==> config.mk <==
export PLATFORM = sky130hd
export DESIGN_NAME = pulse_sync_rx
export DESIGN_NICKNAME = d
export VERILOG_FILES = /design/src/rtl/pulse_sync_rx.sv
export SDC_FILE = /design/constraint.sdc
export NUM_CORES = 1
export LEC_CHECK = 0
export CORE_ASPECT_RATIO = 1.5
export CORE_MARGIN = 2
export CORE_UTILIZATION = 38
export CTS_CLUSTER_DIAMETER = 200
export DETAILED_ROUTE_END_ITERATION = 7
export SYNTH_ARGS = -nofsm -noshare
export SYNTH_HDL_FRONTEND = slang
export SYNTH_SLANG_ARGS = --single-unit
==> constraint.sdc <==
create_clock -name clk -period 4.2 [get_ports clk]
set_input_delay 0.42 -clock clk [delete_from_list [all_inputs] [get_ports clk]]
set_output_delay 0.42 -clock clk [all_outputs]
set_load 0.005 [all_outputs]
==> src/rtl/pulse_sync_rx.sv <==
// N-channel toggle-event receiver: each channel synchronises a foreign-domain toggle,
// turns every level change into one pending count, and drains counts over valid/ready.
module pulse_sync_rx #(
    parameter int N_CH        = 4,
    parameter int SYNC_STAGES = 2,
    parameter int CNT_W       = 4
) (
    input  logic                  clk,
    input  logic                  rst,
    input  logic [N_CH-1:0]       tgl_in,
    output logic [N_CH-1:0]       out_valid,
    input  logic [N_CH-1:0]       out_ready,
    output logic [N_CH*CNT_W-1:0] pend,
    output logic [N_CH-1:0]       ovf,
    input  logic [N_CH-1:0]       ovf_clr
);

    localparam logic [CNT_W-1:0] CNT_MAX = '1;
    localparam logic [CNT_W-1:0] CNT_ONE = CNT_W'(1);

    // Handshake: one event of channel c is consumed on every rising edge where
    // out_valid[c] & out_ready[c]; out_valid is register-derived and never depends on out_ready.
    for (genvar c = 0; c < N_CH; c++) begin : g_ch
        (* ASYNC_REG = "TRUE" *) logic [SYNC_STAGES-1:0] sync_q;
        logic             d_q;
        logic             evt;
        logic             take;
        logic             drop;
        logic [CNT_W-1:0] cnt_q;
        logic [CNT_W-1:0] cnt_nxt;
        logic             ovf_q;
        logic             ovf_nxt;

        assign evt  = sync_q[SYNC_STAGES-1] ^ d_q;
        assign take = out_valid[c] & out_ready[c];

        always_comb begin
            cnt_nxt = cnt_q;
            drop    = 1'b0;
            if (evt && !take) begin
                if (cnt_q == CNT_MAX) begin
                    drop = 1'b1;
                end else begin
                    cnt_nxt = cnt_q + CNT_ONE;
                end
            end else if (!evt && take) begin
                cnt_nxt = cnt_q - CNT_ONE;
            end
            // A drop in the same cycle as a clear keeps the flag set.
            ovf_nxt = ovf_q;
            if (drop) begin
                ovf_nxt = 1'b1;
            end else if (ovf_clr[c]) begin
                ovf_nxt = 1'b0;
            end
        end

        always_ff @(posedge clk) begin
            if (rst) begin
                sync_q <= '0;
                d_q    <= 1'b0;
                cnt_q  <= '0;
                ovf_q  <= 1'b0;
            end else begin
                sync_q <= {sync_q[SYNC_STAGES-2:0], tgl_in[c]};
                d_q    <= sync_q[SYNC_STAGES-1];
                cnt_q  <= cnt_nxt;
                ovf_q  <= ovf_nxt;
            end
        end

        assign out_valid[c]              = (cnt_q != '0);
        assign pend[c*CNT_W +: CNT_W]    = cnt_q;
        assign ovf[c]                    = ovf_q;
    end

endmodule

-- Word-level counts from Yosys, hierarchy flattened
Index checks and enable logic that the tools add are counted.
- register bits: 32
- latch bits: 0
- bits in writable memories: 0
- bits in read-only memories: 0
- bits of input ports: 14
- word-level logic and storage cells: 100
- memories: 0
- add/subtract/negate cells: 8
- multipliers: 0
- divide/modulo/power cells: 0
- magnitude comparators: 0
- eq/ne operators: 8
- shift operators: 0
- muxes and demuxes: 28
- bitwise gates (word level): 8
- reduce and logical (&&, ||, !) cells: 32
- operators with widths (cell ; count):
    4-bit two-way mux ; 12
    4-bit by 1-bit adder with 4-bit output (second input constant) ; 4
    4-bit == test (second input constant) ; 4
    1-bit two-way mux ; 16
    2-bit nonzero test ; 8
    4-bit nonzero test ; 4
    4-bit by 1-bit subtractor with 4-bit output (second input constant) ; 4
    1-bit logical AND ; 8
    1-bit zero test ; 8
    2-bit != test (second input constant) ; 4
    2-bit AND reduction ; 4
    1-bit AND ; 4
    1-bit bitwise XOR ; 4

-- Depth between registers and ports, before layout
- depth in word-level cells: 6
- mapped depth: 7

-- Least setup slack after synthesis
No wires, ideal clock.
- kind: register -> register
- start: reg g_ch[0].cnt_q[0]
- end: reg g_ch[0].cnt_q[3]
- data arrival time: 1.889 ns
- required time: 4.069 ns
- path slack: 2.180 ns
- cell stages (with the launch flop): 8
- path buffers: 0
- clock period less this slack: 2.020 ns
- cells stage by stage: dfxtp_1 o41ai_4 nand2_1 ha_1 a21oi_1 a21boi_0 mux2i_1 o311ai_1
- word-level cells in the longest chain between the ends: 6
- elaborated cells between the ends (all ways): 14
- classes of those cells: add/sub (2); eq/ne (2); mux (3); bitwise (1); reduce/logical (6)
- ends and longest elaborated chain (what ; line ; text):
    start: declaration ; 29 ; logic [CNT_W-1:0] cnt_q;
    start signal: assignment ; 67 ; cnt_q <= cnt_nxt;
    4-bit nonzero test ; 72 ; assign out_valid[c] = (cnt_q != '0);
    1-bit AND ; 35 ; assign take = out_valid[c] & out_ready[c];
    1-bit zero test ; 40 ; if (evt && !take) begin
    1-bit logical AND ; 40 ;
    2-bit != test (no source line) / 2-bit nonzero test (equally long branches) ; - ;
    2-bit AND reduction (no source line) ; - ;
Parallel ways exist; a longest one is shown, timed or not. The select of a mux whose other input is x is not followed.
A chain may end at the register's enable or synchronous reset.

-- Worst setup path in the final report
- start: reg g_ch[3].cnt_q[0]
- end: reg g_ch[3].cnt_q[3]
- word-level cells in the longest chain between the ends: 6
- elaborated cells between the ends (all ways): 14
- classes of those cells: add/sub (2); eq/ne (2); mux (3); bitwise (1); reduce/logical (6)
- ends and longest elaborated chain (what ; line):
    start: declaration ; 29
    start signal: assignment ; 67
    4-bit nonzero test ; 72
    1-bit AND ; 35
    1-bit zero test ; 40
    1-bit logical AND ; 40
    2-bit != test (no source line) / 2-bit nonzero test (equally long branches) ; -
    2-bit AND reduction (no source line) ; -
Parallel ways exist; a longest one is shown, timed or not. The select of a mux whose other input is x is not followed.

==> run summary <==
The most used flip-flop cell after synthesis is dfxtp_1. The logs give 0.352 for the fraction of the yosys area taken by sequential cells and 0 for the number of antenna violations at the first check in global routing. The adder and majority cell fraction of the synthesized area was 0.0989; the total nets after synthesis was 207.

For the finished layout, the period the worst path requires is 2.29 ns. The average cell area after synthesis works out to 10.1 µm². For this design, the sink count on the clock tree is 32.

Setup repair after global routing left no endpoint under its margin. During I/O placement, the number of pins put on the boundary was 38. The combined area of all synthesized cells is 1820 µm², and the share of the synthesized netlist area taken by xor and xnor gates is 0.0385. The maximum number of buffers from clock root to sink is 2, and the synthesized-area fraction occupied by and/or/nand/nor cells is 0.231. In this run the worst path has a maximum fanout of 8. In this run the vertical extent of the chip is 88.8 µm. The final antenna-violating net count came out at 0. The post-route clock skew came out at 0.00681 ns. The initial core utilization is 0.398. After clock tree synthesis, the repair step resized 0 gates. Sorting the synthesized cells by how often they occur yields dfxtp_1, nor2b_1, nor2_1. The startpoint identified for the worst register-to-register timing path is g_ch[3].cnt_q[0]. The worst setup path is of the reg2reg kind.

The final hold violation count came out at 0. At the worst endpoint, the required time is 4.36 ns. The area share of the leading cell type in the synthesized netlist is 0.352.

The worst max-slew margin expressed relative to the limit is 0.412. Post-route setup TNS: 0 ns. For the worst-skew pair, the clock arrives at the later sink with an insertion delay of 0.28 ns. The run gives 0 as the final number of max-transition violations. The number of clock buffers inserted by TritonCTS was 5.

The run finished with clean final reports. Met3 demand-to-capacity share in global routing: 0.0453. The layout cell share with drive strength beyond 1 was 0.0917. Detailed placement ended at an HPWL of 2670 µm. For this run, the post-layout net count is 243.

Relative to the synthesized area, the layout overhead comes to 27.5%. STA classifies the critical path endpoint as a flip-flop. The antenna diode instance count came out at 0. The count of synthesis-stage warnings from yosys came out at 0.

Most frequent cell after synthesis: dfxtp_1. The worst path buffer plus inverter count came out at 0. After detailed routing, the average wire length per cell comes to 12.6 µm.

The run gives 2 as the number of H-tree levels. After filler insertion, the fill cell instance count of the layout stands at 474. The share of synthesized flip-flops with an asynchronous set or reset is 0. In this run the standard cell core region covers 4580 µm². STA classifies the critical path startpoint as a flip-flop. The total power density per cell area came out at 624 nW/µm².

The fraction of met2 tracks used by global routing was 0.257. Post-placement setup slack: 1.69 ns. The synthesized flop and latch total is 32. After technology mapping, the gate count stands at 181. The post-CTS setup buffer count was 0; the floorplan die width was 60.5 µm. The most critical setup path has its startpoint at g_ch[3].cnt_q[0]. The leakage power of the design was 0.938 nW. The tools report the master cell of the clock root buffer as clkbuf_8.

The first global-routing pass estimated 6190 µm of wire. The worst endpoint data arrival time was 2.45 ns; the port buffer count was 37. The logs give 0.173 for the fraction of met1 tracks used by global routing and 4 for the number of iterations in the first detailed-routing pass.

Compound-cell area share of the yosys netlist: 0.201. After detailed routing, the number of vias per cell comes to 5.10. The busiest layer in global routing is met2. Based on the critical path, the design can be clocked at up to 436 MHz. Hold repair after CTS inserted 0 buffers.

The run gives 0.846 as the global placer's final weighted congestion. The slowest stage of the critical path belongs to the cell o41ai_4. For this run the aggregate overflow at the end of global routing stands at 0. Across the VDD grid, the largest voltage drop is 0.000293 V. The largest net degree at the start of global routing was 25. The share of synthesized area spent on multiplexers was 0.0405. For the number of standard-cell rows in the floorplan, the log shows 30.

The number of synthesized flops with an enable pin works out to 0. The cell accounting for the most synthesized area was dfxtp_1. Global router's overall resource usage: 0.151. TritonCTS built the clock tree. Hold timing on the final database bottoms out at a slack of 0.430 ns. For this block, the initial DRC count from the detailed router was 39. For the pin with the worst max-slew slack, the measured transition is 0.880 ns.

The main combinational cell family by area after synthesis is simple AND/OR/NAND/NOR gates. After clock tree synthesis, the clock-pin slew on the worst setup and hold paths is 0.06 ns. Traced cell by cell, the critical path runs through o41ai_4 > nand2_1 > ha_1 > a21oi_1 > a21boi_0 > mux2i_1 > o311ai_1. In this run the worst hold path is classified as reg2reg. The DRC violation count after routing came out at 0.

After synthesis, the netlist uses 40 different library cells. For this block, the via count after detailed routing is 1437. The tool flagged a number of max-cap violations equal to 0. The largest single stage delay on the critical path is 0.48 ns. Final critical-path share of the clock period: 0.546. By area the synthesized netlist is led by dfxtp_1, o41ai_4, ha_1. Setup slack on the critical path of the routed design comes to 1.91 ns. The floorplan step defined a die boundary enclosing 5380 µm². The final layout contains routed wiring with a total length of 3560 µm. Setup violations remaining at the end of the flow were counted as 0. Cell type group with the largest total delay on the critical path: compound AO/OA/AOI/OAI gates. The tools report the via count of the first global-routing pass as 1397. In this run the most critical hold path is launched from g_ch[0].sync_q[0].
area by class of cell:
cell class,instances,area [µm²],area share
clock buffer,6,82.6,0.0356
clock inverter,2,10.0,0.00431
inverter,5,18.8,0.00808
multi-input combinational,135,1110,0.479
sequential,32,641,0.276
tap,64,80.1,0.0345
timing repair buffer,38,378,0.163
cells by family after synthesis:
| kind of cell | count (synthesis) |
|---|---|
| XOR/XNOR | 8 |
| AND/OR/NAND/NOR | 69 |
| buffers and inverters | 14 |
| flip-flops | 32 |
| multiplexers | 7 |
| adder cells (fa/ha/maj) | 12 |
| AO/OA/AOI/OAI | 39 |
through the flow:
step	util	cells	cell area (µm²)	power, mW
4_1_cts	0.507	282	2320	1.47
3_3_place_gp	0.487	274	2230	1.20
6_report	0.507	282	2320	1.45
3_5_place_dp	0.487	274	2230	1.22
5_1_grt	0.507	282	2320	1.58
2_1_floorplan	-	181	1820	0.927
where the power goes:
part           switching (mW)  total (mW)  leakage (nW)  internal (mW)
Clock                   0.111       0.241        0.0510          0.131
Sequential              0.145       0.516         0.263          0.371
Combinational           0.280       0.691         0.625          0.411
Total                   0.536        1.45         0.938          0.912
layout by cell type (no fill, tap or decap), types with 7 or more instances in the layout:
master           Yosys  layout
clkdlybuf4s50_1      0      37
dfxtp_1             32      32
nor2b_1             15      15
nor2_1              14      14
xor2_1               8       8
ha_1                 8       8
nand4_1              7       7
a21oi_1              7       7
worst paths after layout:
kind	to	slack, ns	depth (start not counted)
setup / recovery	g_ch[3].cnt_q[3]	1.91	7
hold / removal	g_ch[0].sync_q[1]	0.43	1
setup reg to reg	g_ch[3].cnt_q[3]	1.91	7
hold reg to reg	g_ch[0].sync_q[1]	0.43	1
registers in the layout, summed over array words and instances (netlist names):
register / cells
g_ch.d_q: 4
g_ch.ovf_q: 4
g_ch.cnt_q: 16
g_ch.sync_q: 8
layer usage:
metal	wire (µm)	vias to the layer above
li1	-	740
met1	1540	666
met2	1810	25
met3	150	6
met4	61	0
met5	0	-
Note: power is estimated with default switching activity, not from simulation.
